[src/rtl/ahb_fetch_data_arbiter.sv]
// ---------------------------------------------------------------------------
// ahb_fetch_data_arbiter
//
// Shares one AHB3-Lite slave port between the instruction-fetch master (ins)
// and the load/store master (dat). Each master owns a one-entry holding
// register for its address phase; a master whose request loses arbitration
// is captured into that register and stalled with its hready low until the
// held transfer is issued to the slave.
//
// Every forwarded transfer is issued as NONSEQ, so interleaving the two
// masters never breaks a burst on the slave side.
//
// Parameters
//   HADDR_SIZE  address width
//   HDATA_SIZE  data width
//   ARB_MODE    0 = round-robin, 1 = fixed priority (dat wins)
//
// Ports
//   clk, rst                       clock, asynchronous active-high reset
//   ins_* / dat_* (inputs)         master address phase and write data
//   ins_hready / dat_hready        per-master ready (low while pending)
//   ins_hrdata / dat_hrdata        read data, broadcast from s_hrdata
//   ins_hresp / dat_hresp          error response, data-phase owner only
//   s_* (outputs)                  slave address phase and write data
//   s_hready, s_hrdata, s_hresp    slave responses
// ---------------------------------------------------------------------------
module ahb_fetch_data_arbiter #(
    parameter int HADDR_SIZE = 32,
    parameter int HDATA_SIZE = 32,
    parameter int ARB_MODE   = 0
) (
    input  logic                  clk,
    input  logic                  rst,

    input  logic [1:0]            ins_htrans,
    input  logic [HADDR_SIZE-1:0] ins_haddr,
    input  logic                  ins_hwrite,
    input  logic [2:0]            ins_hsize,
    input  logic [HDATA_SIZE-1:0] ins_hwdata,
    output logic                  ins_hready,
    output logic [HDATA_SIZE-1:0] ins_hrdata,
    output logic                  ins_hresp,

    input  logic [1:0]            dat_htrans,
    input  logic [HADDR_SIZE-1:0] dat_haddr,
    input  logic                  dat_hwrite,
    input  logic [2:0]            dat_hsize,
    input  logic [HDATA_SIZE-1:0] dat_hwdata,
    output logic                  dat_hready,
    output logic [HDATA_SIZE-1:0] dat_hrdata,
    output logic                  dat_hresp,

    output logic [1:0]            s_htrans,
    output logic [HADDR_SIZE-1:0] s_haddr,
    output logic                  s_hwrite,
    output logic [2:0]            s_hsize,
    output logic [HDATA_SIZE-1:0] s_hwdata,
    input  logic                  s_hready,
    input  logic [HDATA_SIZE-1:0] s_hrdata,
    input  logic                  s_hresp
);

    localparam logic [1:0] HTRANS_IDLE   = 2'b00;
    localparam logic [1:0] HTRANS_NONSEQ = 2'b10;
    localparam logic [1:0] HTRANS_SEQ    = 2'b11;

    // Owner encoding shared by the data-phase owner and the round-robin
    // pointer (the pointer only ever holds INS or DAT).
    typedef enum logic [1:0] {
        OWN_NONE = 2'b00,
        OWN_INS  = 2'b01,
        OWN_DAT  = 2'b10
    } owner_e;

    // -----------------------------------------------------------------------
    // State
    // -----------------------------------------------------------------------
    logic                  pend_ins;
    logic [HADDR_SIZE-1:0] hold_ins_addr;
    logic                  hold_ins_write;
    logic [2:0]            hold_ins_size;

    logic                  pend_dat;
    logic [HADDR_SIZE-1:0] hold_dat_addr;
    logic                  hold_dat_write;
    logic [2:0]            hold_dat_size;

    owner_e                dph_own;
    owner_e                dph_own_nxt;
    owner_e                rr_last;

    // Last address-phase values driven to the slave; shown while no grant.
    logic [HADDR_SIZE-1:0] last_addr;
    logic                  last_write;
    logic [2:0]            last_size;

    // -----------------------------------------------------------------------
    // Request qualification (BUSY counts as IDLE)
    // -----------------------------------------------------------------------
    logic ins_active, dat_active;
    logic ins_live, dat_live;
    logic ins_cand, dat_cand;

    assign ins_active = (ins_htrans == HTRANS_NONSEQ) || (ins_htrans == HTRANS_SEQ);
    assign dat_active = (dat_htrans == HTRANS_NONSEQ) || (dat_htrans == HTRANS_SEQ);

    // A pending master keeps hready low, so its live inputs are stale.
    assign ins_live = ins_active & ~pend_ins;
    assign dat_live = dat_active & ~pend_dat;

    assign ins_cand = pend_ins | ins_live;
    assign dat_cand = pend_dat | dat_live;

    // -----------------------------------------------------------------------
    // Grant
    // -----------------------------------------------------------------------
    logic grant_ins, grant_dat, grant_any;

    always_comb begin
        grant_ins = 1'b0;
        grant_dat = 1'b0;
        if (ins_cand && dat_cand) begin
            if (ARB_MODE == 1) begin
                grant_dat = 1'b1;
            end else if (rr_last == OWN_INS) begin
                grant_dat = 1'b1;
            end else begin
                grant_ins = 1'b1;
            end
        end else if (ins_cand) begin
            grant_ins = 1'b1;
        end else if (dat_cand) begin
            grant_dat = 1'b1;
        end
    end

    assign grant_any = grant_ins | grant_dat;

    // -----------------------------------------------------------------------
    // Address-phase source select
    // -----------------------------------------------------------------------
    logic [HADDR_SIZE-1:0] src_addr;
    logic                  src_write;
    logic [2:0]            src_size;

    always_comb begin
        src_addr  = last_addr;
        src_write = last_write;
        src_size  = last_size;
        if (grant_ins) begin
            if (pend_ins) begin
                src_addr  = hold_ins_addr;
                src_write = hold_ins_write;
                src_size  = hold_ins_size;
            end else begin
                src_addr  = ins_haddr;
                src_write = ins_hwrite;
                src_size  = ins_hsize;
            end
        end else if (grant_dat) begin
            if (pend_dat) begin
                src_addr  = hold_dat_addr;
                src_write = hold_dat_write;
                src_size  = hold_dat_size;
            end else begin
                src_addr  = dat_haddr;
                src_write = dat_hwrite;
                src_size  = dat_hsize;
            end
        end
    end

    // rst gates s_htrans so a master still driving NONSEQ during reset
    // cannot leak a transfer onto the slave.
    assign s_htrans = (grant_any && !rst) ? HTRANS_NONSEQ : HTRANS_IDLE;
    assign s_haddr  = src_addr;
    assign s_hwrite = src_write;
    assign s_hsize  = src_size;

    // -----------------------------------------------------------------------
    // Data-phase owner: next-state logic and register
    // -----------------------------------------------------------------------
    always_comb begin
        dph_own_nxt = OWN_NONE;
        if (grant_ins) begin
            dph_own_nxt = OWN_INS;
        end else if (grant_dat) begin
            dph_own_nxt = OWN_DAT;
        end
    end

    always_ff @(posedge clk or posedge rst) begin
        if (rst) begin
            dph_own <= OWN_NONE;
            rr_last <= OWN_INS;
        end else if (s_hready) begin
            dph_own <= dph_own_nxt;
            if (grant_any) begin
                rr_last <= dph_own_nxt;
            end
        end
    end

    // -----------------------------------------------------------------------
    // Holding registers and last-driven address phase
    // -----------------------------------------------------------------------
    always_ff @(posedge clk or posedge rst) begin
        if (rst) begin
            pend_ins       <= 1'b0;
            hold_ins_addr  <= '0;
            hold_ins_write <= 1'b0;
            hold_ins_size  <= 3'b000;
        end else if (s_hready) begin
            if (grant_ins && pend_ins) begin
                pend_ins <= 1'b0;
            end else if (ins_live && !grant_ins) begin
                pend_ins       <= 1'b1;
                hold_ins_addr  <= ins_haddr;
                hold_ins_write <= ins_hwrite;
                hold_ins_size  <= ins_hsize;
            end
        end
    end

    always_ff @(posedge clk or posedge rst) begin
        if (rst) begin
            pend_dat       <= 1'b0;
            hold_dat_addr  <= '0;
            hold_dat_write <= 1'b0;
            hold_dat_size  <= 3'b000;
        end else if (s_hready) begin
            if (grant_dat && pend_dat) begin
                pend_dat <= 1'b0;
            end else if (dat_live && !grant_dat) begin
                pend_dat       <= 1'b1;
                hold_dat_addr  <= dat_haddr;
                hold_dat_write <= dat_hwrite;
                hold_dat_size  <= dat_hsize;
            end
        end
    end

    always_ff @(posedge clk or posedge rst) begin
        if (rst) begin
            last_addr  <= '0;
            last_write <= 1'b0;
            last_size  <= 3'b000;
        end else if (s_hready && grant_any) begin
            last_addr  <= src_addr;
            last_write <= src_write;
            last_size  <= src_size;
        end
    end

    // -----------------------------------------------------------------------
    // Master-side responses
    // -----------------------------------------------------------------------
    assign ins_hready = rst | (s_hready & ~pend_ins);
    assign dat_hready = rst | (s_hready & ~pend_dat);

    assign ins_hrdata = s_hrdata;
    assign dat_hrdata = s_hrdata;

    assign ins_hresp = s_hresp & (dph_own == OWN_INS);
    assign dat_hresp = s_hresp & (dph_own == OWN_DAT);

    always_comb begin
        s_hwdata = '0;
        case (dph_own)
            OWN_INS: s_hwdata = ins_hwdata;
            OWN_DAT: s_hwdata = dat_hwdata;
            default: s_hwdata = '0;
        endcase
    end

endmodule

[config.mk]
export PLATFORM = sky130hd
export DESIGN_NAME = ahb_fetch_data_arbiter
export DESIGN_NICKNAME = d
export VERILOG_FILES = /design/src/rtl/ahb_fetch_data_arbiter.sv
export SDC_FILE = /design/constraint.sdc
export NUM_CORES = 1
export LEC_CHECK = 0
export CAP_MARGIN = 20
export CORE_MARGIN = 3
export CORE_UTILIZATION = 43
export DETAILED_ROUTE_END_ITERATION = 8
export PLACE_DENSITY = 0.89
export SLEW_MARGIN = 20
export SYNTH_ARGS = -nofsm -noshare
export SYNTH_HDL_FRONTEND = slang
export SYNTH_SLANG_ARGS = --single-unit
[constraint.sdc]
create_clock -name clk -period 5 [get_ports clk]
set_input_delay 1.25 -clock clk [delete_from_list [all_inputs] [get_ports clk]]
set_output_delay 1.25 -clock clk [all_outputs]
set_load 0.02 [all_outputs]
Yosys cells after proc, flatten, opt, wreduce, memory -nomap -nowiden
Index checks and enable logic that the tools add are counted.
{ "totals": {"ff_bits": 114, "in_bits": 176, "output_inout_bits": 138, "wordCells": 81} }
{ "op_classes": {"bitwise_logic": 15, "mux": 27, "eq_ne": 7, "reduce_logical": 19} }
{ "op_table": {"columns": ["cell", "count"], "rows": [
  ["$mux 32", 4],
  ["$pmux 32 s2", 1],
  ["$mux 1", 15],
  ["$mux 3", 4],
  ["$eq 2x2->1 const B", 5],
  ["$logic_and 1x1->1", 7],
  ["$and 1x1->1", 6],
  ["$mux 2", 3],
  ["$reduce_and 2->1", 3],
  ["$reduce_and 3->1", 2],
  ["$or 1x1->1", 5],
  ["$eq 2x1->1 const B", 2],
  ["$not 1->1", 4],
  ["$reduce_bool 2->1", 2],
  ["$logic_not 1->1", 3],
  ["$logic_or 1x1->1", 2]
]} }

Logic depth before layout (Yosys ltp)
{ "depth": {"word_depth": 11, "ltp_mapped": 7, "ltp_nobuf": 4} }

Worst setup path before layout
OpenSTA, ideal clock, no wires.
{ "synth_timing": {"path_kind": "input to output", "startpoint": "input port ins_htrans[1]", "endpoint": "output port s_haddr[10]", "slack_ps": 1277, "required_ps": 3750, "arrival_ps": 2473, "path_buffers": 1, "cell_stages": 5, "cell_sequence": "or2_2 -> a21oi_1 -> buf_2 -> nor2_1 -> o22ai_1"} }
{ "synth_via": {"elab_chain_cells": 8, "elab_cells_between_ends": 12, "classes_between": "eq/ne: 2; mux: 6; bitwise: 2; reduce/logical: 2"} }
{ "synth_lines": {"columns": ["item", "line", "rtl"], "rows": [
  ["from (decl)", "35", "input logic [1:0] ins_htrans,"],
  ["$eq 2x2->1", "104", "assign ins_active = (ins_htrans == HTRANS_NONSEQ) || (ins_htrans == HTRANS_SEQ);"],
  ["$logic_or 1x1->1 *", "104", null],
  ["$and 1x1->1 *", "108", "assign ins_live = ins_active & ~pend_ins;"],
  ["$or 1x1->1 *", "111", "assign ins_cand = pend_ins | ins_live;"],
  ["$mux 1 or $logic_and 1x1->1 (tied branches)", "130, 122", null],
  ["$mux 1", "122", "if (ins_cand && dat_cand) begin"],
  ["$mux 32", "160", "end else if (grant_dat) begin"],
  ["$mux 32 *", "150", "if (grant_ins) begin"],
  ["to (decl)", "54", "output logic [HADDR_SIZE-1:0] s_haddr,"]
]} }
Mark *: on every way between the ends. The rest lies on a longest branch, timed or not.

Worst setup path in the final report
{ "layout_timing": {"startpoint": "input port dat_htrans[1]", "endpoint": "output port s_haddr[17]"} }
{ "layout_via": {"elab_chain_cells": 9, "elab_cells_between_ends": 12, "classes_between": "eq/ne: 2; mux: 6; bitwise: 2; reduce/logical: 2"} }
{ "layout_lines": {"columns": ["item", "line", "rtl"], "rows": [
  ["from (decl)", "44", "input logic [1:0] dat_htrans,"],
  ["$eq 2x2->1", "105", "assign dat_active = (dat_htrans == HTRANS_NONSEQ) || (dat_htrans == HTRANS_SEQ);"],
  ["$logic_or 1x1->1 *", "105", null],
  ["$and 1x1->1 *", "109", "assign dat_live = dat_active & ~pend_dat;"],
  ["$or 1x1->1 *", "112", "assign dat_cand = pend_dat | dat_live;"],
  ["$mux 1", "132", "end else if (dat_cand) begin"],
  ["$mux 1", "130", "end else if (ins_cand) begin"],
  ["$mux 1", "122", null],
  ["$mux 32", "160", null],
  ["$mux 32 *", "150", null]
]} }
Marks and branches as above.

==> results.txt <==
* Flip-flop and latch count after synthesis: 114
* Fraction of final layout cells sized beyond drive strength 1: 21.7%
- For this run, design rule violations remaining after detail routing come to 0.
* Post-synthesis mux area share: 21.4%
* Post-CTS clock slew at the launch and capture registers of the worst setup and hold paths: 50 ps
- STA puts the critical path data required time at 3750 ps.
- PwrDens: 514 nW/um^2
- The top cell type by area accounts for 40.5% of the synthesized area.
* Clock insertion delay at the later pin of the skew report: 410 ps
* Slew of the pin with the lowest slew margin: 1110 ps
* Dominant combinational cell family by area after synthesis: multiplexers
* Crit path time final: 4860 ps
- Buffers from clock root to sink, at most: 2
- Cell taking the most area after synthesis: sky130_fd_sc_hd__dfrtp_1
* Number of distinct standard cells referenced by the synthesized netlist: 34
- Grouping stages by cell kind, the critical path spends the most delay in buffers and inverters.
- Counting every net in the synthesized netlist gives 881.
* Final total negative setup slack: 0 ps
- Cell types with the largest area share after synthesis: sky130_fd_sc_hd__dfrtp_1, sky130_fd_sc_hd__mux2_2, sky130_fd_sc_hd__buf_4
* Register area share after synthesis: 40.9%
- Derived from the worst setup path, the maximum achievable clock frequency is 206 MHz.
- After clock tree synthesis, the flow added hold-fix buffers numbering 0.
- HP Class: flip-flop to flip-flop
- Critical Path Start Type: primary input
- Traced cell by cell, the critical path runs through clkdlybuf4s50_1, nor2_1, o21ai_4, buf_4, buf_12, o22ai_1, clkdlybuf4s50_1.
- Routed Wire Length: 23500 um
- After Yosys synthesis, full adders, half adders and majority gates account for 0.359% of the synthesized area.
- Count of nets after finishing: 1017
- Summing every instance area after synthesis gives 6980 um^2.
- In this run the standard cell core region covers 15500 um^2.
- By count the netlist is led by sky130_fd_sc_hd__dfrtp_1, sky130_fd_sc_hd__mux2_2, sky130_fd_sc_hd__buf_4.
* Initial DRC count: 338
- Final Power: 4.85 mW
- Setup violations remaining at the end of the flow were counted as 0.
- Number of enable-type register cells in the synthesized netlist: 0
* WP data arrival: 3610 ps
* Total congestion overflow after global routing: 0
- The max-slew violation total from the final report was 0.
- RSZ-0062 raised after global routing: false
- Entering global routing, the biggest net connects 71 pins.
- The count of buffers added on input and output ports is 214.
- After clock tree synthesis, the repair step resized 0 gates.
- After layout, the worst path uses 97.3% of the clock period.
- On the final layout, the worst hold slack is 478 ps.
- Area added between synthesis and finish: 35.3%
* Synthesized instance count: 703
* Critical path's most frequent cell: sky130_fd_sc_hd__clkdlybuf4s50_1
- Result of the run: finished clean
- Complex-gate fraction of the synthesized area: 16.4%
* Start-to-end type of the worst setup path: primary input to output port
* Die Span Y: 133 um
* Post-CTS repair timing setup buffer count: 0
* Global-route wire length before repair: 35700 um
- Post-Place Cell Area: 8880 um^2
- In this run the count of I/O pins placed on the die edge is 314.
- The average instance in the mapped netlist occupies 9.92 um^2.
- Buf+Inv Stages, Crit Path: 4
* GR Util All Layers: 25.8%
* Most common cell in the synthesized netlist: sky130_fd_sc_hd__dfrtp_1
- Worst vdd rail ir drop: 0.344 mV
- Clock net sink count: 114
- Yosys warning count: 0
- Clock tree from TritonCTS: done
- Final Hold Violating Endpoints: 0
- Die width: 133 um
- Final design instance area without fill: 9440 um^2
- Average routed wire per standard cell: 22.1 um
* Main synth FF type: sky130_fd_sc_hd__dfrtp_1
- Row generation in the floorplan step produced 45 rows.
- Router iterations before antenna repair: 5
* Routability Congestion: 0.785
- STA classifies the critical path endpoint as an output port.
- Of all flip-flops after synthesis, the portion carrying an async set or reset was 100%.
- Count of max-cap constraint violations: 0
- Of all nets on the critical path, the largest fanout is 44.
- Simple-gate share of the synthesized area: 9.42%
- ANT nets after route: 0
- Initial core utilization: 44.9%
* Leakage dissipation: 3.81 nW
- Root Driver: sky130_fd_sc_hd__clkbuf_16
- The routed layout has 6028 vias.
- Post-synthesis xor/xnor area fraction: 0%
- Critical Path Slowest Stage Cell: sky130_fd_sc_hd__clkdlybuf4s50_1
- Tightest slew margin relative to the limit: 26.1%
- For this run, the slowest stage of the critical path takes 650 ps.
- Antenna violations before repair: 2
- In the routed layout, each cell is associated on average with a via count of 5.68.
- Clock skew on the completed layout was measured at 7.46 ps.
- Number of clock buffers inserted by TritonCTS: 17
- Half-perimeter wire length after placement: 16700 um
- The floorplan step defined a die boundary enclosing 17800 um^2.
* Via count of the first global-routing pass: 6233
- Fill cells in the final layout number 1269.
- H-tree depth: 4
sequential cells by signal, summed over array words and instances, names as in the netlist:
name	count
last_size	3
hold_ins_size	3
rr_last	2
dph_own	2
hold_ins_addr	32
hold_dat_addr	32
hold_dat_write	1
last_write	1
last_addr	32
pend_dat	1
hold_ins_write	1
hold_dat_size	3
pend_ins	1
worst min-delay path: cells and delay by family (launching register included):
| kind | cells | cell delay [ps] |
|---|---|---|
| simple gates | 1 | 40 |
| compound gates | 1 | 60 |
| flops | 1 | 340 |
cell usage in the layout (no fill, tap or decap), types with 5 or more instances in the layout:
cell,count
sky130_fd_sc_hd__mux2_2,94
sky130_fd_sc_hd__buf_4,19
sky130_fd_sc_hd__nor2_1,69
sky130_fd_sc_hd__clkbuf_8,5
sky130_fd_sc_hd__clkdlybuf4s50_1,212
sky130_fd_sc_hd__o211ai_1,8
sky130_fd_sc_hd__a21o_1,5
sky130_fd_sc_hd__a2bb2oi_1,8
sky130_fd_sc_hd__nand2_1,39
sky130_fd_sc_hd__dfrtp_1,112
sky130_fd_sc_hd__or2_2,26
sky130_fd_sc_hd__o21ai_0,42
sky130_fd_sc_hd__a21oi_1,12
sky130_fd_sc_hd__buf_12,6
sky130_fd_sc_hd__a211oi_1,8
sky130_fd_sc_hd__mux2i_1,39
sky130_fd_sc_hd__o22ai_1,52
sky130_fd_sc_hd__a22oi_1,34
sky130_fd_sc_hd__clkbuf_16,17
logic make-up (layout without fill, tap and decap cells):
group / after synthesis / count (layout)
other cells: 1 / 2
fa+ha+maj: 2 / 2
flops: 114 / 114
compound gates: 179 / 179
simple gates: 145 / 145
buf+inv: 125 / 271
mux: 137 / 137
area by class of cell:
class	instances	area (um^2)	share of cell area (%)
Clock buffer	24	502	5.32
Timing Repair Buffer	237	2380	25.3
Sequential cell	114	2860	30.2
Antenna cell	1	2.50	0.0265
Tap cell	211	264	2.80
Inverter	5	21.3	0.225
Multi-Input combinational cell	464	3360	35.6
Clock inverter	5	52.6	0.557
per-layer routing:
metal  wire, um  track usage, %  vias to the layer above
met1       8360            27.7                     2930
met5         11               0                        -
li1           -               -                     2729
met4        716            9.94                        2
met3       2320            10.3                       56
met2      12100            45.7                      311
per-stage QoR:
step	util, %	instances	setup slack (ps)
2_1_floorplan	-	703	736
3_3_place_gp	57.2	1031	203
3_5_place_dp	57.2	1031	189
4_1_cts	60.7	1060	142
5_1_grt	60.7	1061	30.3
6_report	60.7	1061	137
report_power, final:
group | leakage (nW) | internal, mW | switching, mW
Clock | 0.274 | 0.736 | 0.400
Sequential | 1.38 | 1.33 | 0.233
Combinational | 2.15 | 1.09 | 1.06
Total | 3.81 | 3.16 | 1.69
final timing paths:
kind	startpoint	end	slack, ps	cells past startpoint
worst min-delay path	last_addr[10]$_DFFE_PP0P_	last_addr[10]$_DFFE_PP0P_	480	2
worst max register to register	pend_dat$_DFFE_PP0P_	hold_ins_addr[4]$_DFFE_PP0P_	2310	6
worst min register to register	last_addr[10]$_DFFE_PP0P_	last_addr[10]$_DFFE_PP0P_	480	2
worst max-delay path	dat_htrans[1]	s_haddr[17]	140	7
max in group asynchronous	rst	rr_last[0]$_DFFE_PP1P_	2810	3
min in group asynchronous	rst	hold_dat_size[2]$_DFFE_PP0P_	1400	2
Note: power is estimated with default switching activity, not from simulation.
==> variant (same flow settings) <==
The 3 values of `owner_e` get a one-hot encoding in 3 bits.
--- a/src/rtl/ahb_fetch_data_arbiter.sv
+++ b/src/rtl/ahb_fetch_data_arbiter.sv
@@ -66,10 +66,10 @@
 
     // Owner encoding shared by the data-phase owner and the round-robin
     // pointer (the pointer only ever holds INS or DAT).
-    typedef enum logic [1:0] {
-        OWN_NONE = 2'b00,
-        OWN_INS  = 2'b01,
-        OWN_DAT  = 2'b10
+    typedef enum logic [2:0] {
+        OWN_NONE = 3'b001,
+        OWN_INS  = 3'b010,
+        OWN_DAT  = 3'b100
     } owner_e;
 
     // -----------------------------------------------------------------------
Function: same outputs for any inputs over 4 cycles, from zero or initial values and one cycle with rst high; so few cycles prove little.
==> variant against the unedited design <==
Synthesized area grew 4.3%; sequential cell count grew 2; sequential power is essentially flat; setup slack gained 41 ps; power shrank 6.7%; non-clock buffer count is the same; routed wire length grew 0.91%; final area grew 2.9%; count of clock-buffer cells in the layout shrank 3; first-iteration DRC count grew 14%; largest cell class unchanged; largest power group unchanged; highest routed layer is now met4.
==> variant: results (changes against the unedited design) <==
[synth]
seq_area_frac_synth_pct = 39.94  ; -0.98 points
yosys-top-cells-count = dfrtp_1, mux2_2, buf_4
syn-num-nets = 901  ; +2.3%
ys_types = 40  ; +18%
postSynthCellCount = 725  ; +3.1%

[global_routing]
grt_max_degree = 65  ; -8.5%
use_met1_pct = 30.30  ; +2.6 points
gr-usage-all-layers_pct = 25.59  ; -0.25 points
grt_pass1_wl_um = 36470  ; +2.1%
grtUsageMet3_pct = 7.254  ; -3.1 points
grt_pass1_vias = 6480  ; +4.0%
grt_use_met2_pct = 44.72  ; -0.99 points

[placement]
place_area_um2 = 9133  ; +2.8%
dpl.hpwl_um = 16550  ; -0.60%
place.gp.congestion = 0.7744  ; -1.3%
pre_cts_ws_ps = 220.8  ; +31.66 ps

[power_and_ir_drop]
swShare_pct = 33.53  ; -1.3 points
ir_drop_v = 0.0002852  ; -17%
cellLeakagePower_nw = 3.856  ; +1.3%

[cells_and_area]
finalNetCount = 1031  ; +1.4%
fill_cells = 1347  ; +6.1%
layout-drive-gt1-share_pct = 19.82  ; -1.9 points

[hold_path]
hold-path-endpoint = rr_last[1]
holdCritStartpoint = rr_last[1]

[critical_path]
cp_max_fo = 15  ; -66%
reg2reg_to = hold_ins_write
crit_arrival_ps = 3570  ; -40 ps
reg2regPathDepth = 5  ; -1

[status]
status = finished clean

[routing]
drt_iter0_markers = 387  ; +14%
wl_per_cell_um = 21.82  ; -1.4%
wl_met2_um = 12350  ; +2.2%
wl_met1_um = 9048  ; +8.2%

[timing]
fin_ws_ps = 178.3  ; +40.85 ps
tightestPinTransition_ps = 892.0  ; -216.1 ps
holdWs_ps = 471.5  ; -6.802 ps

variant: cell types whose count changed after synthesis, sizes merged, moves of 32 or more:
cell     delta
mux2i      -39
nor3       +36
a22o       +35
nor3b      +34
a2111oi    +33
a22oi      -33
nor2b      +32
variant: power groups by stage:
stage	logic [mW]	registers [mW]	clock network (mW)
floorplan	1.23	1.48	0
global placement	1.71	1.55	0
detailed placement	1.75	1.58	0
CTS	1.77	1.57	1.20
global route	1.89	1.62	1.25
finish	1.76	1.57	1.19
variant: worst reg2reg max path, delay by kind of cell, from the launching register on:
| kind | cells | cell delay (ps) |
|---|---|---|
| AOI/OAI and AO/OA | 1 | 360 |
| DFF | 1 | 920 |
| buffers and inverters | 2 | 820 |
| muxes | 1 | 400 |
| and+or+nand+nor | 1 | 460 |
variant: how the worst max path moves through the flow:
| stage | start | endpoint |
|---|---|---|
| finish | ins_htrans[1] | s_haddr[10] |
| global placement | ins_htrans[1] | s_haddr[10] |
| detailed placement | ins_htrans[1] | s_haddr[10] |
| CTS | ins_htrans[1] | s_haddr[10] |
| floorplan | rst | dat_hready |
| global route | ins_htrans[1] | s_haddr[30] |
variant: layout make-up:
cell class	count	area (um2)	share of cell area [%]
diodes	2	5.005	0.05151
clock buffers	21	470.5	4.842
clock inverters	11	107.6	1.108
inverters	7	30.03	0.3091
multi-input cells	476	3563	36.68
flip-flops and latches	116	2909	29.94
well taps	216	270.3	2.782
repair buffers	237	2360	24.29
variant: kinds of logic after synthesis:
family | count (synthesis) | synth area share, %
AO/OA/AOI/OAI | 195 | 22.08
buffers and inverters | 133 | 11.40
flip-flops | 116 | 39.94
multiplexers | 72 | 11.15
other | 1 | 0.05155
AND/OR/NAND/NOR | 208 | 15.38
